`config.mk`:
```
export PLATFORM = sky130hd
export DESIGN_NAME = dvsd_8216m2_acc
export DESIGN_NICKNAME = d
export VERILOG_FILES = /design/src/rtl/dvsd_8216m2_acc.sv
export SDC_FILE = /design/constraint.sdc
export NUM_CORES = 1
export LEC_CHECK = 0
export ABC_AREA = 0
export CAP_MARGIN = 25
export CORE_MARGIN = 1.5
export CORE_UTILIZATION = 40
export DETAILED_ROUTE_END_ITERATION = 16
export SYNTH_ARGS = -nofsm -noshare
export SYNTH_HDL_FRONTEND = slang
export SYNTH_SLANG_ARGS = --single-unit
```
`constraint.sdc`:
```
create_clock -name clk -period 8.47 [get_ports clk]
set_clock_uncertainty 0.15 [all_clocks]
set_input_delay 1.694 -clock clk [delete_from_list [all_inputs] [get_ports clk]]
set_output_delay 1.694 -clock clk [all_outputs]
set_load 0.02 [all_outputs]
```
`src/rtl/dvsd_8216m2_acc.sv`:
```
// dvsd_8216m2_acc: frame accumulator for the multiplier product stream with valid/ready handshakes
module dvsd_8216m2_acc #(
    parameter int ACC_W   = 24,
    parameter int N_TERMS = 8
) (
    input  logic             clk,
    input  logic             rst,
    input  logic             in_valid,
    output logic             in_ready,
    input  logic [15:0]      in_m,
    input  logic             in_last,
    output logic             out_valid,
    input  logic             out_ready,
    output logic [ACC_W-1:0] out_sum,
    output logic [7:0]       out_count,
    output logic             out_ovf
);
    typedef enum logic {ACC, OUT} state_t;

    state_t           state;
    logic [ACC_W-1:0] acc;
    logic [7:0]       cnt;
    logic             ovf;
    logic [ACC_W:0]   sum;
    logic [7:0]       cnt_nx;
    logic             ovf_nx;
    logic             xfer;
    logic             close;

    assign in_ready = (state == ACC) && !rst;
    assign xfer     = in_valid && in_ready;
    assign sum      = {1'b0, acc} + {{(ACC_W + 1 - 16){1'b0}}, in_m};
    assign cnt_nx   = cnt + 8'd1;
    assign ovf_nx   = ovf | sum[ACC_W];
    assign close    = (cnt_nx == 8'(N_TERMS)) || in_last;

    // collect products in ACC, hold the closed frame's result in OUT until it is taken
    always_ff @(posedge clk) begin
        if (rst) begin
            state     <= ACC;
            acc       <= '0;
            cnt       <= '0;
            ovf       <= 1'b0;
            out_valid <= 1'b0;
            out_sum   <= '0;
            out_count <= '0;
            out_ovf   <= 1'b0;
        end else if (state == ACC) begin
            if (xfer) begin
                acc <= sum[ACC_W-1:0];
                cnt <= cnt_nx;
                ovf <= ovf_nx;
                if (close) begin
                    state     <= OUT;
                    out_valid <= 1'b1;
                    out_sum   <= sum[ACC_W-1:0];
                    out_count <= cnt_nx;
                    out_ovf   <= ovf_nx;
                end
            end
        end else if (out_ready) begin
            state     <= ACC;
            acc       <= '0;
            cnt       <= '0;
            ovf       <= 1'b0;
            out_valid <= 1'b0;
            out_sum   <= '0;
            out_count <= '0;
            out_ovf   <= 1'b0;
        end
    end
endmodule
```
==> impl_metrics.py <==
metrics = {
    "critical_path": {
        "critPathLaunchType": "input pin",
        "path_class": "in2out",
        "critPathMaxFanout": 48,
        "end_kind": "primary output",
        "path_common_cell": "clkdlybuf4s50_1",
        "max_stage_delay_ns": 0.69,
        "cp_slowest_cell": "clkdlybuf4s50_1",
        "path_cells": "clkdlybuf4s50_1 > buf_4 > nor2_1 > clkdlybuf4s50_1",
        "required_ns": 6.63,
        "worstPathArrival_ns": 3.40,
    },
    "timing": {
        "min_period_ns": 5.24,
        "max_slew_margin": 0.336,
        "max_freq_mhz": 191,
        "setup_viol": 0,
        "worst_slew_pin_slew_ns": 0.995,
        "slew_viol_final": 0,
        "finalCritPeriodShare": 0.619,
        "hold_viol": 0,
        "rsz0062_at_grt": "false",
        "fin_setup_tns_ns": 0,
    },
    "die": {
        "fp.dieH_um": 99.2,
        "die_x_um": 99.2,
        "start_util": 0.418,
        "pin_count": 56,
        "rows": 34,
        "core_area_sq_mm": 0.00885,
        "dieArea_sq_mm": 0.00984,
    },
    "synthesis": {
        "ys_warn_count": 0,
        "ys_seq_area_frac": 0.368,
        "synthTopCellsByArea": "dfxtp_1 (37%), a21oi_1 (7.4%), nand2_1 (7.0%)",
        "synth_cells": 468,
        "synth_edf_count": 0,
        "synthDistinctLibCells": 55,
        "synth.most_common_cell": "nand2_1",
        "synth_nets": 507,
        "synthFlopType": "dfxtp_1",
        "yosys-top-cells-count": "nand2_1 (69), dfxtp_1 (68), a21oi_1 (55)",
        "ys_ff_latch": 68,
        "synth_area_sq_mm": 0.00370,
        "synth_area_leader_cell": "dfxtp_1",
        "avgSynthCellArea_sq_um": 7.91,
        "netlist.area_leader.share": 0.368,
        "synthArstFlopShare": 0,
    },
    "clocking": {
        "numCtsBuffers": 9,
        "htree_levels": 3,
        "clock_sinks": 68,
        "clk_pin_slew_ns": 0.07,
        "clk_latency_ns": 0.34,
        "clockBufferDepth": 2,
        "cts_hold_buf": 0,
        "cts_resized": 0,
        "cts_tree": "done",
        "post-cts-setup-buffers": 0,
        "cts_root_buf": "clkbuf_8",
    },
    "min_path": {
        "hold_class": "reg2reg",
    },
    "cells_and_area": {
        "drive_above_1_share": 0.0600,
        "nets": 553,
        "multi_input_area_sq_mm": 0.00222,
        "finalNonFillerCells": 625,
        "antenna_cells": 0,
        "n_fill_cell": 869,
        "seqCellArea_sq_mm": 0.00136,
        "synthToLayoutAreaGrowth_pct": 21.9,
    },
    "power": {
        "leakage_nw": 1.71,
        "ir_drop_uv": 81.9,
        "clkPwrFrac": 0.328,
        "seq_power_share": 0.429,
        "swShare": 0.302,
        "p_comb_frac": 0.244,
        "internal-power_uw": 571,
        "power_per_cell_area_mw_per_mm2": 181,
        "power.switching_uw": 247,
    },
    "global_routing": {
        "grt-ovfl-total": 0,
        "gr-usage-all-layers": 0.202,
        "grt_max_degree": 49,
        "grt_pass1_vias": 3308,
        "grt_antenna_before_repair": 0,
        "grt_pass1_wl_um": 16000,
    },
    "routing": {
        "wl_per_cell_um": 15.0,
        "drtIter0Drc": 173,
        "num_vias": 3479,
        "antenna_left": 0,
        "drc": 0,
        "totalWireLength_um": 9390,
        "first_pass_iters": 4,
        "viasPerCell": 5.57,
    },
    "flow_run": {
        "cap_violations": 0,
    },
    "placement": {
        "placed_cells": 611,
        "portBuffers": 55,
        "gp_congestion": 0.883,
        "hpwlAfterDp_um": 6750,
    },
    "run_status": {
        "status": "complete, no violations",
    },
}
==> cells by family after synthesis <==
| logic type | Yosys count | synth area share |
|---|---|---|
| muxes | 6 | 0.0169 |
| AOI/OAI and AO/OA | 135 | 0.233 |
| DFF | 68 | 0.368 |
| adders and majority gates | 18 | 0.0629 |
| xor gates and xnor gates | 26 | 0.0615 |
| and+or+nand+nor | 184 | 0.225 |
| buffers and inverters | 31 | 0.0325 |
==> power by group through the flow <==
| stage | clock network (mW) | registers, mW | logic [mW] |
|---|---|---|---|
| after floorplan | 0 | 0.366 | 0.129 |
| after global placement | 0 | 0.358 | 0.197 |
| after detailed placement | 0 | 0.358 | 0.199 |
| after CTS | 0.278 | 0.351 | 0.200 |
| after global routing | 0.287 | 0.354 | 0.221 |
| final | 0.268 | 0.351 | 0.199 |
==> worst paths after layout <==
| check | startpoint | endpoint | slack, ns | cells after the start |
|---|---|---|---|---|
| worst max-delay path | rst | in_ready | 3.23 | 4 |
| worst min-delay path | out_sum[5] | out_sum[5] | 0.30 | 2 |
| worst max register to register | acc[0] | acc[14] | 5.53 | 9 |
| worst min register to register | out_sum[5] | out_sum[5] | 0.30 | 2 |
==> layout make-up <==
| cell class | count | area share |
|---|---|---|
| Clock buffer | 12 | 0.0344 |
| Clock inverter | 2 | 0.00776 |
| Inverter | 7 | 0.00582 |
| Multi-Input combinational cell | 369 | 0.492 |
| Sequential cell | 68 | 0.302 |
| Tap cell | 108 | 0.0299 |
| Timing Repair Buffer | 59 | 0.129 |
==> critical path: cells and delay by family <==
kind,cells,cell delay [ns]
buf+inv,3,1.36
simple gates,1,0.33
==> cell usage in the layout (no fill, tap or decap), drive strengths merged, types with 2 or more instances in the layout <==
| master | Yosys | routed |
|---|---|---|
| a21oi | 56 | 56 |
| clkbuf | 20 | 12 |
| a211oi | 4 | 4 |
| clkdlybuf4s50 | 0 | 55 |
| and2 | 8 | 8 |
| o31ai | 3 | 3 |
| o21ai | 30 | 30 |
| or3 | 4 | 4 |
| mux2i | 4 | 4 |
| a22oi | 2 | 2 |
| o21a | 3 | 3 |
| xor2 | 10 | 10 |
| a21boi | 4 | 4 |
| xnor2 | 16 | 16 |
| and3 | 7 | 7 |
| o211a | 2 | 2 |
| a221oi | 4 | 4 |
| a21o | 9 | 9 |
| nand2 | 69 | 69 |
| nand2b | 7 | 7 |
| a31oi | 5 | 5 |
| dfxtp | 68 | 68 |
| nor2 | 42 | 42 |
| ha | 17 | 17 |
| inv | 7 | 7 |
| mux2 | 2 | 2 |
| nor3 | 6 | 6 |
| nand4 | 4 | 4 |
| o21bai | 2 | 2 |
| nand3 | 33 | 33 |
| buf | 4 | 4 |
==> per-layer routing <==
metal  part of all wire  vias to the layer above  routed length, um  track usage
met5                  0                        -                  0            0
met4              0.016                        0                150       0.0693
met3              0.041                       15                381       0.0443
met2               0.47                       79               4390        0.329
met1               0.48                     1641               4470        0.265
li1                   -                     1744                  -            -
==> state kept, by name, summed over array words and instances, names as in the netlist <==
| signal | cells |
|---|---|
| out_ovf | 1 |
| ovf | 1 |
| out_valid | 1 |
| state | 1 |
| cnt | 8 |
| acc | 24 |
| out_count | 8 |
| out_sum | 24 |
==> per-stage QoR <==
stage / util / power [mW] / hold slack [ns] / cell area [sq um] / setup WS, ns
global placement: 0.489 / 0.555 / 0.290 / 4320 / 3.26
global route: 0.510 / 0.862 / 0.328 / 4510 / 3.15
finish: 0.510 / 0.818 / 0.303 / 4510 / 3.23
floorplan: - / 0.495 / 0.282 / 3700 / 4.53
detailed placement: 0.489 / 0.557 / 0.297 / 4320 / 3.23
CTS: 0.510 / 0.828 / 0.308 / 4510 / 3.23
No activity file was read; power rests on OpenSTA's default activity.
